<file path="config.mk">
export PLATFORM = sky130hd
export DESIGN_NAME = mult_accumulator_flat
export DESIGN_NICKNAME = d
export VERILOG_FILES = /design/src/rtl/mult_accumulator_pkg.sv /design/src/rtl/mult_accumulator_if.sv /design/src/rtl/mult_accumulator_sat_adder.sv /design/src/rtl/mult_accumulator.sv /design/src/flat_wrapper.sv
export SDC_FILE = /design/constraint.sdc
export NUM_CORES = 1
export LEC_CHECK = 0
export ABC_AREA = 1
export ABC_CLOCK_PERIOD_IN_PS = 2300
export CORE_MARGIN = 3
export CORE_UTILIZATION = 52
export CTS_BUF_LIST = sky130_fd_sc_hd__clkbuf_8
export CTS_CLUSTER_SIZE = 10
export DETAILED_ROUTE_END_ITERATION = 12
export HOLD_SLACK_MARGIN = 0.15
export PLACE_DENSITY = 0.74
export SLEW_MARGIN = 10
export SYNTH_ARGS = -nofsm -noshare
export SYNTH_HDL_FRONTEND = slang
export SYNTH_HIERARCHICAL = 1
export SYNTH_SLANG_ARGS = --single-unit
</file>
<file path="constraint.sdc">
create_clock -name clk -period 2.3 [get_ports clk]
set_clock_uncertainty 0.1 [all_clocks]
set_input_delay 0.46 -clock clk [delete_from_list [all_inputs] [get_ports clk]]
set_output_delay 0.46 -clock clk [all_outputs]
set_load 0.02 [all_outputs]
</file>
<file path="src/rtl/mult_accumulator_pkg.sv">
// Shared definitions for the multiply-accumulate stage: default widths,
// FSM state encoding and saturation-limit helpers.
package mult_pkg;

    localparam int DEF_DATA_WIDTH = 4;
    localparam int DEF_ACC_WIDTH  = 16;
    localparam int DEF_CNT_WIDTH  = 8;

    localparam logic [1:0] IDLE  = 2'd0;
    localparam logic [1:0] ACCUM = 2'd1;
    localparam logic [1:0] HOLD  = 2'd2;

    typedef enum logic [1:0] {
        ST_IDLE  = IDLE,
        ST_ACCUM = ACCUM,
        ST_HOLD  = HOLD
    } state_e;

    // Largest two's complement value of a w-bit word, as a 64-bit pattern.
    function automatic logic [63:0] signed_max(input int w);
        return (64'd1 << (w - 1)) - 64'd1;
    endfunction

    // Most negative two's complement value of a w-bit word (bit pattern 100..0).
    function automatic logic [63:0] signed_min(input int w);
        return 64'd1 << (w - 1);
    endfunction

    // Largest unsigned value of a w-bit word.
    function automatic logic [63:0] unsigned_max(input int w);
        return (64'd1 << w) - 64'd1;
    endfunction

endpackage

</file>
<file path="src/rtl/mult_accumulator_if.sv">
// Product-in / result-out handshake bundle for the accumulator stage.
// The producer/consumer side uses master; the accumulator uses slave.
interface mult_accumulator_if
    import mult_pkg::*;
#(
    parameter int DATA_WIDTH = DEF_DATA_WIDTH,
    parameter int ACC_WIDTH  = DEF_ACC_WIDTH,
    parameter int CNT_WIDTH  = DEF_CNT_WIDTH
) ();

    logic                    in_valid;
    logic                    in_ready;
    logic [2*DATA_WIDTH-1:0] in_product;
    logic                    in_last;
    logic                    out_valid;
    logic                    out_ready;
    logic [ACC_WIDTH-1:0]    out_data;
    logic [CNT_WIDTH-1:0]    out_count;
    logic                    out_overflow;

    modport master (
        output in_valid,
        output in_product,
        output in_last,
        output out_ready,
        input  in_ready,
        input  out_valid,
        input  out_data,
        input  out_count,
        input  out_overflow
    );

    modport slave (
        input  in_valid,
        input  in_product,
        input  in_last,
        input  out_ready,
        output in_ready,
        output out_valid,
        output out_data,
        output out_count,
        output out_overflow
    );

endinterface

</file>
<file path="src/rtl/mult_accumulator_sat_adder.sv">
// Combinational extend + add + clamp for the accumulator. The addition is
// done one bit wider than the accumulator so the true sum is always known
// before it is clamped into range.
module sat_adder
    import mult_pkg::*;
#(
    parameter int PROD_WIDTH = 2 * DEF_DATA_WIDTH,
    parameter int ACC_WIDTH  = DEF_ACC_WIDTH,
    parameter bit SIGNED     = 1'b1
) (
    input  logic [ACC_WIDTH-1:0]  acc_i,
    input  logic [PROD_WIDTH-1:0] product_i,
    output logic [ACC_WIDTH-1:0]  sum_o,
    output logic                  ovf_o
);

    localparam int EXT_WIDTH = ACC_WIDTH + 1;

    localparam logic [63:0] SMAX_W = signed_max(ACC_WIDTH);
    localparam logic [63:0] SMIN_W = signed_min(ACC_WIDTH);
    localparam logic [63:0] UMAX_W = unsigned_max(ACC_WIDTH);

    localparam logic [ACC_WIDTH-1:0] SMAX = SMAX_W[ACC_WIDTH-1:0];
    localparam logic [ACC_WIDTH-1:0] SMIN = SMIN_W[ACC_WIDTH-1:0];
    localparam logic [ACC_WIDTH-1:0] UMAX = UMAX_W[ACC_WIDTH-1:0];

    logic [EXT_WIDTH-1:0] acc_ext;
    logic [EXT_WIDTH-1:0] prod_ext;
    logic [EXT_WIDTH-1:0] raw_sum;

    // Widen both operands by the signedness rule and form the unclamped sum
    always_comb begin
        if (SIGNED) begin
            acc_ext  = {acc_i[ACC_WIDTH-1], acc_i};
            prod_ext = {{(EXT_WIDTH-PROD_WIDTH){product_i[PROD_WIDTH-1]}}, product_i};
        end else begin
            acc_ext  = {1'b0, acc_i};
            prod_ext = {{(EXT_WIDTH-PROD_WIDTH){1'b0}}, product_i};
        end
        raw_sum = acc_ext + prod_ext;
    end

    // Clamp the wide sum into the accumulator range and flag any clamp
    always_comb begin
        sum_o = raw_sum[ACC_WIDTH-1:0];
        ovf_o = 1'b0;
        if (SIGNED) begin
            // Top two bits disagree only when the result left the signed range
            if (raw_sum[ACC_WIDTH] != raw_sum[ACC_WIDTH-1]) begin
                ovf_o = 1'b1;
                sum_o = raw_sum[ACC_WIDTH] ? SMIN : SMAX;
            end else begin
                ovf_o = 1'b0;
                sum_o = raw_sum[ACC_WIDTH-1:0];
            end
        end else begin
            // Only an upward carry is possible when both operands are unsigned
            if (raw_sum[ACC_WIDTH]) begin
                ovf_o = 1'b1;
                sum_o = UMAX;
            end else begin
                ovf_o = 1'b0;
                sum_o = raw_sum[ACC_WIDTH-1:0];
            end
        end
    end

endmodule

</file>
<file path="src/rtl/mult_accumulator.sv">
// Saturating dot-product accumulator downstream of the array multiplier.
// Beats are summed until in_last, then the result is held on the output
// handshake with its beat count and a sticky overflow flag.
module mult_accumulator
    import mult_pkg::*;
#(
    parameter int DATA_WIDTH = DEF_DATA_WIDTH,
    parameter int ACC_WIDTH  = DEF_ACC_WIDTH,
    parameter int CNT_WIDTH  = DEF_CNT_WIDTH,
    parameter bit SIGNED     = 1'b1
) (
    input  logic               clk,
    input  logic               rst_n,
    input  logic               clear,
    mult_accumulator_if.slave  bus
);

    localparam logic [CNT_WIDTH-1:0] CNT_ONE = {{(CNT_WIDTH-1){1'b0}}, 1'b1};
    localparam logic [CNT_WIDTH-1:0] CNT_MAX = {CNT_WIDTH{1'b1}};

    state_e               state_q;
    logic [ACC_WIDTH-1:0] acc_q;
    logic [CNT_WIDTH-1:0] cnt_q;
    logic                 ovf_q;
    logic                 out_valid_q;
    logic [ACC_WIDTH-1:0] out_data_q;
    logic [CNT_WIDTH-1:0] out_count_q;
    logic                 out_overflow_q;

    logic                 in_ready_int;
    logic                 beat_accept;
    logic [ACC_WIDTH-1:0] acc_d;
    logic                 sat_ovf;
    logic [CNT_WIDTH-1:0] cnt_d;
    logic                 ovf_d;

    sat_adder #(
        .PROD_WIDTH (2 * DATA_WIDTH),
        .ACC_WIDTH  (ACC_WIDTH),
        .SIGNED     (SIGNED)
    ) u_sat_adder (
        .acc_i     (acc_q),
        .product_i (bus.in_product),
        .sum_o     (acc_d),
        .ovf_o     (sat_ovf)
    );

    // Acceptance, saturating beat count and sticky overflow for the next beat
    always_comb begin
        in_ready_int = (state_q != ST_HOLD) && !clear;
        beat_accept  = bus.in_valid && in_ready_int;
        if (cnt_q == CNT_MAX) begin
            cnt_d = cnt_q;
        end else begin
            cnt_d = cnt_q + CNT_ONE;
        end
        ovf_d = ovf_q | sat_ovf;
    end

    // FSM with accumulator and registered result; reset and clear both empty it
    always_ff @(posedge clk) begin
        if (!rst_n || clear) begin
            state_q        <= ST_IDLE;
            acc_q          <= '0;
            cnt_q          <= '0;
            ovf_q          <= 1'b0;
            out_valid_q    <= 1'b0;
            out_data_q     <= '0;
            out_count_q    <= '0;
            out_overflow_q <= 1'b0;
        end else begin
            case (state_q)
                ST_IDLE, ST_ACCUM: begin
                    if (beat_accept) begin
                        acc_q <= acc_d;
                        cnt_q <= cnt_d;
                        ovf_q <= ovf_d;
                        if (bus.in_last) begin
                            state_q        <= ST_HOLD;
                            out_valid_q    <= 1'b1;
                            out_data_q     <= acc_d;
                            out_count_q    <= cnt_d;
                            out_overflow_q <= ovf_d;
                        end else begin
                            state_q <= ST_ACCUM;
                        end
                    end
                end
                ST_HOLD: begin
                    // Result leaves on the handshake; the next beat waits a cycle
                    if (bus.out_ready) begin
                        state_q        <= ST_IDLE;
                        acc_q          <= '0;
                        cnt_q          <= '0;
                        ovf_q          <= 1'b0;
                        out_valid_q    <= 1'b0;
                        out_data_q     <= '0;
                        out_count_q    <= '0;
                        out_overflow_q <= 1'b0;
                    end
                end
                default: begin
                    state_q        <= ST_IDLE;
                    acc_q          <= '0;
                    cnt_q          <= '0;
                    ovf_q          <= 1'b0;
                    out_valid_q    <= 1'b0;
                    out_data_q     <= '0;
                    out_count_q    <= '0;
                    out_overflow_q <= 1'b0;
                end
            endcase
        end
    end

    assign bus.in_ready     = in_ready_int;
    assign bus.out_valid    = out_valid_q;
    assign bus.out_data     = out_data_q;
    assign bus.out_count    = out_count_q;
    assign bus.out_overflow = out_overflow_q;

endmodule
</file>
<file path="src/flat_wrapper.sv">
// flat-port wrapper written by rule: the top's interface ports become plain ports
module mult_accumulator_flat import mult_pkg::*;
#(
    parameter int DATA_WIDTH = DEF_DATA_WIDTH,
    parameter int ACC_WIDTH  = DEF_ACC_WIDTH,
    parameter int CNT_WIDTH  = DEF_CNT_WIDTH,
    parameter bit SIGNED     = 1'b1
)
  (clk, rst_n, clear, bus_in_valid, bus_in_product, bus_in_last, bus_out_ready, bus_in_ready, bus_out_valid, bus_out_data, bus_out_count, bus_out_overflow);
  mult_accumulator_if #(.DATA_WIDTH(DATA_WIDTH), .ACC_WIDTH(ACC_WIDTH), .CNT_WIDTH(CNT_WIDTH)) bus_i ();
  input  logic clk;
  input  logic rst_n;
  input  logic clear;
  input wire logic [$bits(bus_i.in_valid)-1:0] bus_in_valid;
  input wire logic [$bits(bus_i.in_product)-1:0] bus_in_product;
  input wire logic [$bits(bus_i.in_last)-1:0] bus_in_last;
  input wire logic [$bits(bus_i.out_ready)-1:0] bus_out_ready;
  output wire logic [$bits(bus_i.in_ready)-1:0] bus_in_ready;
  output wire logic [$bits(bus_i.out_valid)-1:0] bus_out_valid;
  output wire logic [$bits(bus_i.out_data)-1:0] bus_out_data;
  output wire logic [$bits(bus_i.out_count)-1:0] bus_out_count;
  output wire logic [$bits(bus_i.out_overflow)-1:0] bus_out_overflow;
  assign bus_i.in_valid = bus_in_valid;
  assign bus_i.in_product = bus_in_product;
  assign bus_i.in_last = bus_in_last;
  assign bus_i.out_ready = bus_out_ready;
  assign bus_in_ready = bus_i.in_ready;
  assign bus_out_valid = bus_i.out_valid;
  assign bus_out_data = bus_i.out_data;
  assign bus_out_count = bus_i.out_count;
  assign bus_out_overflow = bus_i.out_overflow;
  mult_accumulator #(.DATA_WIDTH(DATA_WIDTH), .ACC_WIDTH(ACC_WIDTH), .CNT_WIDTH(CNT_WIDTH), .SIGNED(SIGNED)) u_core (.clk(clk), .rst_n(rst_n), .clear(clear), .bus(bus_i));
endmodule
</file>
Yosys cells after proc, flatten, opt, wreduce, memory -nomap -nowiden
Cells that the tools add are included.

Output and inout bits: 27. Register bits after elaboration: 53. Bits of input ports: 14. Word-level logic and storage cells: 57.

Eq/ne operators: 8. Reductions and logical operators: 9. Bitwise operators: 1. Multiplexer cells: 29. Add/sub/neg operators: 2.

Operators with widths (count): $mux W16 (6); $pmux W16 S2 (2); $mux W8 (5); $pmux W8 S2 (2); $add A16 B8 Y17 (1); $add A8 B1 Y8 const B (1); $eq A8 B8 Y1 const B (1); $mux W1 (7); $mux W2 (3); $ne A2 B2 Y1 const B (3); $pmux W1 S2 (3); $pmux W2 S2 (1); $reduce_and A3 Y1 (1); $eq A2 B1 Y1 const B (1); $eq A2 B2 Y1 const B (1); $logic_and A1 B1 Y1 (2); $logic_not A1 Y1 (2); $logic_not A2 Y1 (1); $ne A2 B1 Y1 const B (1); $reduce_and A2 Y1 (1); $reduce_or A2 Y1 (1); $logic_or A1 B1 Y1 (1); $ne A1 B1 Y1 (1); $or A1 B1 Y1 (1).

Longest topological paths before layout
Word-level depth: 7. Gate-level depth with buffers: 18. Depth with buffers taken out: 17.

Cells and area by module
Netlist, hierarchy kept.

By module, submodules not included: mult_accumulator (area an instance 2142.1 µm², cells each 286, seq. area each 1061.0 µm², instances 1); sat_adder (area an instance 1153.6 µm², cells each 194, seq. area each 0.0 µm², instances 1).

Least setup slack after synthesis
OpenSTA, ideal clock, no wires.

Path kind: input-to-reg. Start: input port bus_in_product[0]. End: register u_core.ovf_q. Stages on the path: 16. Path buffers: 1. Required time: 2135 ps. Library setup time: 65 ps. Slack: -109 ps. Data arrival time: 2244 ps. Cells stage by stage: ha_1 > fa_1 > nand2_1 > nand2_1 > nand3_1 > nand2_2 > nand2_2 > nand2_1 > nand2_2 > nand4_2 > buf_6 > nand2_2 > nor2_1 > nor2_1 > o21ai_0 > nor2_1.

Word-level cells in the longest chain between the ends: 6.

RTL lines: start, declared (line flat_wrapper.sv:15) `input wire logic [$bits(bus_i.in_product)-1:0] bus_in_product;`; $add A16 B8 Y17 (line mult_accumulator_sat_adder.sv:40) `raw_sum = acc_ext + prod_ext;`; $ne A1 B1 Y1 (line mult_accumulator_sat_adder.sv:49) `if (raw_sum[ACC_WIDTH] != raw_sum[ACC_WIDTH-1]) begin`; $mux W1 (line mult_accumulator_sat_adder.sv:49); via u_core.sat_ovf (line mult_accumulator.sv:33) `logic sat_ovf;`; $or A1 B1 Y1 (line mult_accumulator.sv:57) `ovf_d = ovf_q | sat_ovf;`; $mux W1 (line mult_accumulator.sv:74) `if (beat_accept) begin`; $pmux W1 S2 (line mult_accumulator.sv:72) `case (state_q)`; end signal, assigned (line mult_accumulator.sv:77) `ovf_q <= ovf_d;`; end, declared (line mult_accumulator.sv:24) `logic ovf_q;`.

The timed path passes the listed nets, and every way through them passes these cells. The select of a mux whose other input is x is not followed. A chain may end at the register's enable or synchronous reset.

Worst setup path in the final report
Start: register u_core.acc_q[7]. End: register u_core.acc_q[7].

Word-level cells in the longest chain between the ends: 5. Elaborated cells between the ends (all ways): 6. Classes of those cells: 1 x add/sub; 1 x eq/ne; 4 x mux.

RTL lines: start, declared (line mult_accumulator.sv:22) `logic [ACC_WIDTH-1:0] acc_q;`; start signal, assigned (line mult_accumulator.sv:64) `acc_q <= '0;`; start signal, assigned (line mult_accumulator.sv:75) `acc_q <= acc_d;`; start signal, assigned (line mult_accumulator.sv:93) `acc_q <= '0;`; $add A16 B8 Y17 (*) (line mult_accumulator_sat_adder.sv:40); $mux W16 or $ne A1 B1 Y1 (tied branches) (line mult_accumulator_sat_adder.sv:51, mult_accumulator_sat_adder.sv:49); $mux W16 (*) (line mult_accumulator_sat_adder.sv:49); via u_core.acc_d[7] (line mult_accumulator.sv:32) `logic [ACC_WIDTH-1:0] acc_d;`; $mux W16 (*) (line mult_accumulator.sv:74); $pmux W16 S2 (*) (line mult_accumulator.sv:72).

Mark *: on every way through the listed nets, which the timed path passes. The rest lies on a longest branch. The select of a mux whose other input is x is not followed.

==> run_results.csv <==
group,metric,value,unit
outcome,status,"finished with violations",
outcome,violations,"setup timing",
drt,drtIter0Drc,210,
cells_and_area,drive_above_1_share,29.1,%
timing,min_period,2.43,ns
clock_network,cts_buffers,5,
clock_network,clk_latency,0.30,ns
yosys,ys_seq_area_share,32.2,%
timing,setup_tns,-1.25,ns
yosys,synth-edff-count,0,
grt,grt_max_degree,38,
critical_path,crit_required,2.36,ns
timing,slew_headroom,53.9,%
die,die_w,85.6,µm
critical_path,critPathLaunchType,"register",
drt,remaining_drc_errors,0,
clock_network,root_buffer,"clkbuf_8",
yosys,synthDistinctLibCells,36,
yosys,ys.flop_type,"dfxtp_1",
die,num_rows,28,
critical_path,worstSetupStartpoint,"u_core/acc_q[7]",
drt,wirelength_met1,4.01,mm
yosys,syn_nets,512,
yosys,synth_area,0.00330,mm²
critical_path,setup.worst_path.end_class,"register",
run,cap_violations,0,
yosys,synth_area_per_cell,6.87,µm²
drt,dr_wl_met3,743,µm
timing,max_freq,412,MHz
clock_network,clk_path_buf_depth,2,
yosys,yosysWarnings,6,
timing,worst_pin_slew,0.690,ns
die,top_level_ports,41,
grt,grt_pass1_vias,3372,
die,die_area,0.00733,mm²
critical_path,reg2reg_from,"u_core/acc_q[7]",
die,coreArea,0.00603,mm²
clock_network,htreeDepth,2,
power,power,2.22,mW
clock_network,clock_sinks,53,
drt,routed.top_layer,"met4",
yosys,synthArstFlopShare,0,%
die,start_util,54.7,%
place,routabilityCongestion,0.934,
power,leakage,2.05,nW
cells_and_area,area_delta_synth_final,40.8,%
clock_network,path_clk_slew,0.10,ns
timing,rsz0062_at_grt,"true",
drt,wl_per_cell,15.1,µm
clock_network,cts_tree,"built",
power,vdd_drop_max,413,µV
drt,vias,3528,
cells_and_area,fin_nets,599,
yosys,syn_inst,480,
timing,timing.final.crit_share,106,%
place,portBuffers,40,
drt,wl_met2,4.68,mm
place,hpwl,6.29,mm
cells_and_area,num-fill-cells,437,
power,p_per_area,479,mW/mm²
grt,grt.overflow.total,0,
grt,antenna_found_initial,0,
timing,drv_slew,0,
timing,setup_ws,-0.128,ns
drt,viasPerCell,5.50,
worst_hold_path,hold_class,"reg -> reg",
cells_and_area,n_antenna_cell,0,
die,die_h,85.6,µm
critical_path,crit_arrival,2.49,ns
clock_network,ctsHoldBuffers,0,
cells_and_area,final_util,77.0,%
timing,hold_viol,0,
worst_hold_path,hold_start,"u_core/bus.out_data[0]",
critical_path,crit_type,"reg -> reg",
grt,grt_use_total,26.3,%
drt,drtAntennaViolNets,0,
yosys,ys_ff_latch,53,
drt,wl,9.66,mm
critical_path,path_max_fanout,8,
timing,setup_viol_count_final,25,
drt,dr.pass1.iters,5,
grt,grt_pass1_wl,15.7,mm
[stage by stage]
step	hold slack, ns	instances	setup slack (ns)	area [µm²]
floorplan	0.344	480	-0.0299	3320
global placement	0.352	618	-0.833	4000
detailed placement	0.358	618	-0.964	4000
CTS	0.372	639	-0.0199	4500
global route	0.392	642	-0.249	4640
finish	0.371	642	-0.128	4640
[where the power goes]
part	switching (mW)	internal, mW	leakage, nW
logic	0.395	0.328	1.57
registers	0.0227	0.941	0.430
clock network	0.297	0.239	0.0433
total	0.715	1.51	2.05
[flip-flops by register name, summed over array words and instances (netlist names)]
register and count:
u_core/acc_q 16, u_core/bus.out_count 8, u_core/bus.out_data 16, u_core/bus.out_overflow 1
u_core/bus.out_valid 1, u_core/cnt_q 8, u_core/ovf_q 1, u_core/state_q 2
[cell usage after synthesis (2+ instances only)]
cell type    n  share of area [%]
nand2_4      3                1.0
xnor2_1      2               0.53
inv_2        7               0.80
nor2_1      51                5.8
nor3_2       2               0.61
dfxtp_1     53                 32
buf_4        4               0.91
nand2_2     32                6.1
xor2_1       8                2.1
o21ai_1      2               0.30
a22oi_1     10                2.3
nor3_1       2               0.30
and2_1       2               0.38
clkbuf_1     3               0.34
nand3_1     22                3.3
nand2_1    130                 15
a21oi_2      4                1.1
o21bai_1     2               0.46
ha_1        17                6.5
o21ai_0     14                2.1
a21oi_1     46                7.0
buf_2        3               0.46
nand3b_1     4               0.91
inv_1       41                4.7
nand4_1      3               0.57
buf_6        3                1.0
[worst max-delay path, cell delays in order, from the launching register on]
cell and delay [ns]:
dfxtp_1 0.47, ha_4 0.26, nand2_2 0.12, inv_1 0.08, a21oi_2 0.17, nand2_4 0.09
nand2_4 0.09, nand3_4 0.10, nand2_4 0.14, nand2_8 0.08, buf_12 0.16, nand2_2 0.06
nand2_2 0.07, a22oi_2 0.21, nor2_1 0.08
[cell usage in the layout, fill, tap and decap left out, drive strengths merged, types with 10 or more instances in the layout]
cell / netlist / routed
a22oi: 10 / 10
inv: 48 / 48
o21ai: 16 / 16
nand3: 23 / 23
dfxtp: 53 / 53
clkdlybuf4s50: 0 / 32
ha: 17 / 17
nor2: 52 / 52
buf: 12 / 56
nand2: 165 / 166
a21oi: 50 / 50
[logic make-up after synthesis]
logic type / Yosys count / synth area share [%]
and+or+nand+nor: 257 / 35.7
AOI/OAI and AO/OA: 79 / 13.4
buffers and inverters: 63 / 8.92
DFF: 53 / 32.2
adders and majority gates: 18 / 7.06
xor gates and xnor gates: 10 / 2.66
[final cells by class]
class | instances | area (µm²) | share of cell area [%]
clock inverter | 1 | 7.51 | 0.162
timing repair buffer | 94 | 872 | 18.8
multi-input combinational | 365 | 2340 | 50.4
clock buffer | 6 | 82.6 | 1.78
tap | 75 | 93.8 | 2.02
inverter | 48 | 180 | 3.88
sequential | 53 | 1060 | 22.9
[what timing repair did]
item | 4_1_cts | 5_1_grt
resized for setup | 66 | 26
buffers inserted | 12 | 3
setup endpoints to repair | 34 | 34
cloned | 2 | 0
pin swaps | 33 | 11
[path summary, 6_finish.rpt]
| check | to | slack (ns) | cells past startpoint |
|---|---|---|---|
| worst min-delay path | u_core/bus.out_data[0] | 0.37 | 2 |
| worst max-delay path | u_core/acc_q[7] | -0.13 | 14 |
| worst min register to register | u_core/bus.out_data[0] | 0.37 | 2 |
| worst max register to register | u_core/acc_q[7] | -0.13 | 14 |
[layer usage]
layer,vias up,GRT usage (%)
met5,-,0
met4,0,8.78
met3,17,3.36
met2,173,44.3
met1,1616,34.8
li1,1722,-
Note: power is estimated with default switching activity, not from simulation.
